File: config.mk
export PLATFORM = sky130hd
export DESIGN_NAME = fft_peak_det
export DESIGN_NICKNAME = d
export VERILOG_FILES = /design/src/rtl/fft_peak_det.sv
export SDC_FILE = /design/constraint.sdc
export NUM_CORES = 2
export LEC_CHECK = 0
export CORE_MARGIN = 2
export CORE_UTILIZATION = 59
export CTS_CLUSTER_DIAMETER = 50
export DETAILED_ROUTE_END_ITERATION = 12
export GPL_ROUTABILITY_DRIVEN = 0
export PLACE_DENSITY = 0.79
export SYNTH_ARGS = -nofsm -noshare
export SYNTH_HDL_FRONTEND = slang
export SYNTH_SLANG_ARGS = --single-unit
File: constraint.sdc
create_clock -name clk -period 17.6 [get_ports clk]
set_input_delay 1.76 -clock clk [delete_from_list [all_inputs] [get_ports clk]]
set_output_delay 1.76 -clock clk [all_outputs]
set_load 0.1 [all_outputs]
File: src/rtl/fft_peak_det.sv
// fft_peak_det: per-bin power |Y|^2 stream and per-frame peak bin report for
// the 256-point FFT output stream.
// Optional feature macro FFT_PEAK_THRESH_EN: adds pwr_thresh input and
// registered peak_over output (peak_pwr > pwr_thresh).
module fft_peak_det #(
    parameter int unsigned N    = 256,
    parameter int unsigned LOGN = 8,
    parameter int unsigned DW   = 16
) (
    input  logic              clk,
    input  logic              rst_n,
    input  logic              valid_in,
    input  logic              sop_in,
    input  logic [DW-1:0]     y_re,
    input  logic [DW-1:0]     y_im,
`ifdef FFT_PEAK_THRESH_EN
    input  logic [2*DW-1:0]   pwr_thresh,
    output logic              peak_over,
`endif
    output logic              pwr_valid,
    output logic [2*DW-1:0]   pwr_out,
    output logic [LOGN-1:0]   pwr_idx,
    output logic              peak_valid,
    output logic [LOGN-1:0]   peak_idx,
    output logic [2*DW-1:0]   peak_pwr,
    output logic              frame_err
);

    localparam logic [LOGN-1:0] LAST_BIN = LOGN'(N - 1);

    typedef enum logic {IDLE, ACCUM} state_t;

    state_t                 state;
    logic [LOGN-1:0]        bin_cnt;

    logic                   acc;
    logic [LOGN-1:0]        acc_idx;

    logic                   s0_vld;
    logic [LOGN-1:0]        s0_idx;
    logic signed [DW-1:0]   s0_re;
    logic signed [DW-1:0]   s0_im;

    logic                   s1_vld;
    logic [LOGN-1:0]        s1_idx;
    logic [2*DW-2:0]        sq_re;
    logic [2*DW-2:0]        sq_im;

    logic signed [2*DW-1:0] re_ext;
    logic signed [2*DW-1:0] im_ext;

    logic [LOGN-1:0]        run_idx;
    logic [2*DW-1:0]        run_pwr;
    logic                   take;
    logic [LOGN-1:0]        best_idx;
    logic [2*DW-1:0]        best_pwr;

    // A sample is accepted when it starts a frame or continues an open one;
    // an sop always restarts numbering at bin 0.
    assign acc     = valid_in && (sop_in || (state == ACCUM));
    assign acc_idx = sop_in ? '0 : bin_cnt;

    // Frame FSM: bin counter, frame open/closed, early-sop error pulse.
    always_ff @(posedge clk or negedge rst_n) begin
        if (!rst_n) begin
            state     <= IDLE;
            bin_cnt   <= '0;
            frame_err <= 1'b0;
        end else begin
            frame_err <= valid_in && sop_in && (state == ACCUM);
            if (acc) begin
                if (acc_idx == LAST_BIN) begin
                    state   <= IDLE;
                    bin_cnt <= '0;
                end else begin
                    state   <= ACCUM;
                    bin_cnt <= acc_idx + LOGN'(1);
                end
            end
        end
    end

    // Input register: accepted sample and its bin index.
    always_ff @(posedge clk or negedge rst_n) begin
        if (!rst_n) begin
            s0_vld <= 1'b0;
            s0_idx <= '0;
            s0_re  <= '0;
            s0_im  <= '0;
        end else begin
            s0_vld <= acc;
            s0_idx <= acc_idx;
            s0_re  <= $signed(y_re);
            s0_im  <= $signed(y_im);
        end
    end

    // Squares are non-negative and at most 2^(2*DW-2), so 2*DW-1 bits hold them exactly.
    assign re_ext = (2*DW)'(s0_re);
    assign im_ext = (2*DW)'(s0_im);

    // Stage 1: component squares.
    always_ff @(posedge clk or negedge rst_n) begin
        if (!rst_n) begin
            s1_vld <= 1'b0;
            s1_idx <= '0;
            sq_re  <= '0;
            sq_im  <= '0;
        end else begin
            s1_vld <= s0_vld;
            s1_idx <= s0_idx;
            sq_re  <= (2*DW-1)'(re_ext * re_ext);
            sq_im  <= (2*DW-1)'(im_ext * im_ext);
        end
    end

    // Stage 2: power sum, widened by one bit so full scale cannot wrap.
    always_ff @(posedge clk or negedge rst_n) begin
        if (!rst_n) begin
            pwr_valid <= 1'b0;
            pwr_idx   <= '0;
            pwr_out   <= '0;
        end else begin
            pwr_valid <= s1_vld;
            pwr_idx   <= s1_idx;
            pwr_out   <= {1'b0, sq_re} + {1'b0, sq_im};
        end
    end

    // Bin 0 seeds the running max; later bins win only when strictly greater.
    assign take     = (pwr_idx == '0) || (pwr_out > run_pwr);
    assign best_idx = take ? pwr_idx : run_idx;
    assign best_pwr = take ? pwr_out : run_pwr;

    // Peak tracker: running max per frame, separate report registers held until next report.
    always_ff @(posedge clk or negedge rst_n) begin
        if (!rst_n) begin
            run_idx    <= '0;
            run_pwr    <= '0;
            peak_valid <= 1'b0;
            peak_idx   <= '0;
            peak_pwr   <= '0;
`ifdef FFT_PEAK_THRESH_EN
            peak_over  <= 1'b0;
`endif
        end else begin
            peak_valid <= 1'b0;
            if (pwr_valid) begin
                run_idx <= best_idx;
                run_pwr <= best_pwr;
                if (pwr_idx == LAST_BIN) begin
                    peak_valid <= 1'b1;
                    peak_idx   <= best_idx;
                    peak_pwr   <= best_pwr;
`ifdef FFT_PEAK_THRESH_EN
                    peak_over  <= best_pwr > pwr_thresh;
`endif
                end
            end
        end
    end

endmodule

=== Word-level counts from Yosys, hierarchy flattened ===
Cells that the tools add are included.

* Div/mod/pow operators: 0
* Mux-type cells: 7
* Shift operators: 0
* Reduce and logical (&&, ||, !) cells: 7
* Equal/unequal tests: 2
* Multiply operators: 2
* $add $sub $neg: 2
* Magnitude comparators: 1
* Bitwise operators: 0

{| class="wikitable"
|+ Operator list
! cell !! number
|-
| $mul 16x16->31 || 2
|-
| $add 31x31->32 || 1
|-
| $gt 32x32->1 || 1
|-
| $mux 32 || 1
|-
| $mux 8 || 3
|-
| $eq 8x8->1 const B || 2
|-
| $add 8x1->8 const B || 1
|-
| $logic_not 8->1 || 1
|-
| $logic_and 1x1->1 || 3
|-
| $mux 1 || 3
|-
| $logic_or 1x1->1 || 2
|-
| $reduce_and 2->1 || 1
|}

* Output and inout bits: 83
* Memory bits (writable): 0
* Memory bits (read-only): 0
* Input bits: 36
* Bits in registers: 244
* Memories: 0
* Latch bits: 0

=== Depth between registers and ports, before layout ===
* Depth after elaboration: 3
* Mapped depth: 24

=== Least setup slack after synthesis ===
Ideal clock, no wire load.

* Path kind: flip-flop to flip-flop
* Start point: register s0_im[15]
* End point: register sq_im[29]
* Required time: 17.531 ns
* Buffers on the path: 2
* Library setup time: 0.069 ns
* Clock period less this slack: 6.312 ns
* Setup slack: 11.288 ns
* Cell stages (with the launch flop): 23
* Arrival time: 6.243 ns
* Path through: dfrtp_1 > clkbuf_1 > inv_1 > clkbuf_1 > nor2_1 > fa_1 > inv_1 > fa_1 > inv_1 > fa_1 > fa_1 > fa_1 > inv_1 > fa_1 > inv_1 > ha_1 > and3_1 > a22oi_1 > o21ai_1 > a221oi_1 > a21oi_1 > or4_1 > nand3_1

* Cells in the longest elaborated chain, start to end: 1

{| class="wikitable"
|+ RTL lines
! what !! line !! text
|-
| from (decl) || 42 || <nowiki>logic signed [DW-1:0] s0_im;</nowiki>
|-
| from (signal assigned) || 94 || <nowiki>s0_im <= $signed(y_im);</nowiki>
|-
| $mul 16x16->31 || 113 || <nowiki>sq_im <= (2*DW-1)'(im_ext * im_ext);</nowiki>
|-
| to (signal assigned) || 113 ||
|-
| to (decl) || 47 || <nowiki>logic [2*DW-2:0] sq_im;</nowiki>
|}

Every way passes these cells.
A chain may end at the register's enable or synchronous reset.

=== Worst setup path in the final report ===
Same ends and word-level chain as after synthesis.

==> results.toml <==
[worst_setup_path]
critical_path.endpoint_type = "flop"
endpoint_required_time_on_the_critical_path_ps = 18060
crit_path_max_incr_delay_ps = 730
cp_max_fo = 18
cpMaxStageDelayCell = "sky130_fd_sc_hd__fa_1"
crit_chain = "inv_1 -> nor2_1 -> fa_1 -> inv_1 -> fa_1 -> inv_1 -> fa_1 -> fa_1 -> fa_1 -> inv_1 -> fa_1 -> inv_1 -> ha_1 -> nor3_1 -> o211ai_1 -> a22oi_1 -> o21ai_1 -> a221oi_1 -> a21oi_1 -> or4_1 -> nand3_1"
crit_arrival_ps = 7530
setup.worst_path.class = "reg -> reg"
critical_path_source_type = "flop"
most_frequent_cp_cell = "sky130_fd_sc_hd__fa_1"

[clocking]
insertion_delay_of_the_later_clocked_pin_in_the_worst_skew_pair_ps = 550
clock-sinks = 242
postCtsHoldBufs = 0
cts-buffers-inserted = 34
cts_post_setup_buffers_inserted = 0
tritoncts = "yes"
clk_path_buf_depth = 3
clkSlewWorstSetupHoldPaths_ps = 60
htreeDepth = 2
post_cts.resized_instances = 0
clk_root_buffer_cell = "sky130_fd_sc_hd__clkbuf_16"

[synth]
synth-edff-count = 0
ys_types = 72
postSynthNetCount = 3517
synthesis.area_per_instance_um2 = 9.883
ys.warnings.count = 0
ys_seq_area_share_pct = 21.96
ys_async_sr_fraction_pct = 100.0
synth_cells = 2790
yosys_most_used_dff = "sky130_fd_sc_hd__dfrtp_1"
synth-seq-cells = 242
netlist_area_um2 = 27570

[floorplan]
effective_utilization_at_floorplan_pct = 59.48
die_outline_area_um2 = 48480
floorplan.core_area_um2 = 46360
ioPinCount = 119
floorplan.rows = 79
floorplan.die.width_um = 220.2
dieHeight_um = 220.2

[sta]
worst_tran_pin_value_ps = 1324
setup_total_negative_slack_ps = 0
layout_worst_path_cycle_share_pct = 40.15
timing.final.setup_violations = 0
worst_slew_margin_rel_pct = 11.51
fin_worst_hold_slack_ps = 345.8
clock.fmax_ghz = 0.1415
clock_skew_ps = 18.99
rsz0062_at_grt = "false"
slew_viol_final = 0
report.final.hold_viol_count = 0
finalCriticalPeriod_ps = 7066

[global_route]
wire_length_of_the_first_global_routing_pass_mm = 100.9
grt_antenna_before_repair = 1
grt_max_degree = 93
gr-total-overflow = 0
total_track_usage_pct = 26.24
first_global_vias = 21030

[placed_design]
post-dp-hpwl_mm = 47.92
number_of_input_and_output_port_buffers_inserted = 118

[drt]
route.detailed.vias_per_inst = 5.574
routed_wirelength_mm = 60.08
routed-via-count = 19500
final_antenna_net_count = 0
wl_per_cell_um = 17.17
drt_first_pass_iters = 6
drt_first_iter_violations = 1490
post-route-drc-count = 0

[finish]
net_count_of_the_finished_layout = 3591
share_of_post_route_cells_with_drive_strength_above_1_pct = 4.498
finish.utilization_pct = 65.61
areaGrowthSynthToFinish_pct = 10.31

[min_path]
hold_path.class = "reg -> reg"

[flow_run]
drv.max_cap_violation_count = 0

[run_status]
run_status = "complete, no violations"
## per-stage QoR
step                setup WS [ps]  cells  instance area [um^2]
global placement            10800   3435                 29210
finish                      10530   3498                 30410
floorplan                   11290   2790                 27570
detailed placement          10620   3435                 29210
CTS                         10570   3497                 30410
global route                10010   3497                 30410
## area by class of cell
class	instances	area [um^2]
multi-input combinational	1769	18550
fill	3484	15940
sequential	242	6056
inverter	690	2590
timing repair buffer	127	1254
clock buffer	39	899.6
tap	607	759.5
clock inverter	23	301.5
antenna	1	2.502
## critical path, delay by kind of cell, from the launching register on
kind,cells,cell delay [ps]
fa+ha+maj,7,3480
flops,1,600
simple gates,4,920
buf+inv,5,1020
compound gates,5,970
## routing by layer
metal	part of all wire, %	track usage (%)	vias up	wire, um
met4	3.0	9.172	0	1832
li1	-	-	8817	-
met3	5.5	3.230	136	3312
met1	40	33.40	9867	23940
met2	52	46.43	677	31000
met5	0	0	-	0
## synthesized netlist by cell type, types with 8 or more instances
library cell	instances	share of area, %
sky130_fd_sc_hd__a21o_1	27	0.74
sky130_fd_sc_hd__o22ai_2	30	1.4
sky130_fd_sc_hd__a31o_2	8	0.25
sky130_fd_sc_hd__nand4_1	43	0.98
sky130_fd_sc_hd__xnor2_1	83	2.6
sky130_fd_sc_hd__inv_1	688	9.4
sky130_fd_sc_hd__o211ai_1	9	0.25
sky130_fd_sc_hd__a21oi_1	77	1.4
sky130_fd_sc_hd__nor3_1	18	0.33
sky130_fd_sc_hd__o21a_1	9	0.25
sky130_fd_sc_hd__o31ai_1	37	1.0
sky130_fd_sc_hd__and3_1	19	0.43
sky130_fd_sc_hd__nand2b_1	17	0.39
sky130_fd_sc_hd__nor2_1	133	1.8
sky130_fd_sc_hd__nor2b_1	24	0.54
sky130_fd_sc_hd__and2_1	72	1.6
sky130_fd_sc_hd__fa_1	458	33
sky130_fd_sc_hd__dfrtp_1	242	22
sky130_fd_sc_hd__nand2_1	237	3.2
sky130_fd_sc_hd__nand3_1	19	0.34
sky130_fd_sc_hd__a211oi_1	9	0.25
sky130_fd_sc_hd__a31oi_1	41	0.93
sky130_fd_sc_hd__ha_1	233	11
sky130_fd_sc_hd__o21ai_0	52	0.94
sky130_fd_sc_hd__xor2_1	32	1.0
sky130_fd_sc_hd__clkbuf_1	74	1.0
## path summary, 6_finish.rpt
kind | startpoint | to | slack [ps] | cells after the start
min | s1_idx[3] | pwr_idx[3] | 350 | 0
min reg2reg | s1_idx[3] | pwr_idx[3] | 350 | 0
min in group asynchronous | rst_n | peak_idx[3] | 1200 | 1
max reg2reg | s0_im[15] | sq_im[29] | 10530 | 21
max | s0_im[15] | sq_im[29] | 10530 | 21
max in group asynchronous | rst_n | pwr_out[5] | 13960 | 3
## flip-flops by register name, summed over array words and instances (netlist names)
name        cells
peak_pwr       32
bin_cnt         8
run_idx         8
peak_valid      1
state           1
s1_idx          8
s0_vld          1
sq_re          30
s0_re          16
s0_im          16
pwr_valid       1
run_pwr        32
pwr_idx         8
pwr_out        32
frame_err       1
peak_idx        8
s1_vld          1
sq_im          30
s0_idx          8
## kinds of logic (layout without fill, tap and decap cells)
logic type                 after synthesis  count (layout)  share of synthesized area, %
AOI/OAI and AO/OA                      360             360                         9.498
xor gates and xnor gates               115             115                         3.653
adders and majority gates              691             691                         43.83
buffers and inverters                  779             879                         10.75
DFF                                    242             242                         21.96
muxes                                    3               3                        0.1225
other                                    0               1                             0
and+or+nand+nor                        600             600                         10.18
## placed cells by master (no fill, tap or decap), types with 4 or more instances in the layout
cell type,Yosys,final
sky130_fd_sc_hd__a211o_1,7,7
sky130_fd_sc_hd__or2_2,5,5
sky130_fd_sc_hd__a31oi_1,41,41
sky130_fd_sc_hd__a21oi_1,77,77
sky130_fd_sc_hd__clkdlybuf4s50_1,0,117
sky130_fd_sc_hd__inv_1,688,688
sky130_fd_sc_hd__nand4_1,43,43
sky130_fd_sc_hd__nor2b_1,24,24
sky130_fd_sc_hd__o31ai_1,37,37
sky130_fd_sc_hd__bufinv_16,0,4
sky130_fd_sc_hd__xnor2_1,83,83
sky130_fd_sc_hd__buf_4,1,9
sky130_fd_sc_hd__o21ai_0,52,52
sky130_fd_sc_hd__dfrtp_1,242,242
sky130_fd_sc_hd__a211oi_1,9,9
sky130_fd_sc_hd__nor2_1,133,133
sky130_fd_sc_hd__o21a_1,9,9
sky130_fd_sc_hd__a21o_1,27,27
sky130_fd_sc_hd__a32o_1,7,7
sky130_fd_sc_hd__o211ai_1,9,9
sky130_fd_sc_hd__inv_8,0,5
sky130_fd_sc_hd__and2_1,72,72
sky130_fd_sc_hd__nand2_1,237,237
sky130_fd_sc_hd__xor2_1,32,32
sky130_fd_sc_hd__clkinv_2,0,5
sky130_fd_sc_hd__o22ai_2,30,30
sky130_fd_sc_hd__clkbuf_16,0,34
sky130_fd_sc_hd__nor3_1,18,18
sky130_fd_sc_hd__and3_1,19,19
sky130_fd_sc_hd__ha_1,233,233
sky130_fd_sc_hd__o21ai_1,4,4
sky130_fd_sc_hd__nand3_1,19,19
sky130_fd_sc_hd__inv_6,0,5
sky130_fd_sc_hd__o21bai_1,4,4
sky130_fd_sc_hd__fa_1,458,458
sky130_fd_sc_hd__a31o_2,8,8
sky130_fd_sc_hd__nand2b_1,17,17
Power is left out: the tool's default activity adds up to more than one toggle a clock period on the data nets, which glitch-free logic cannot reach.
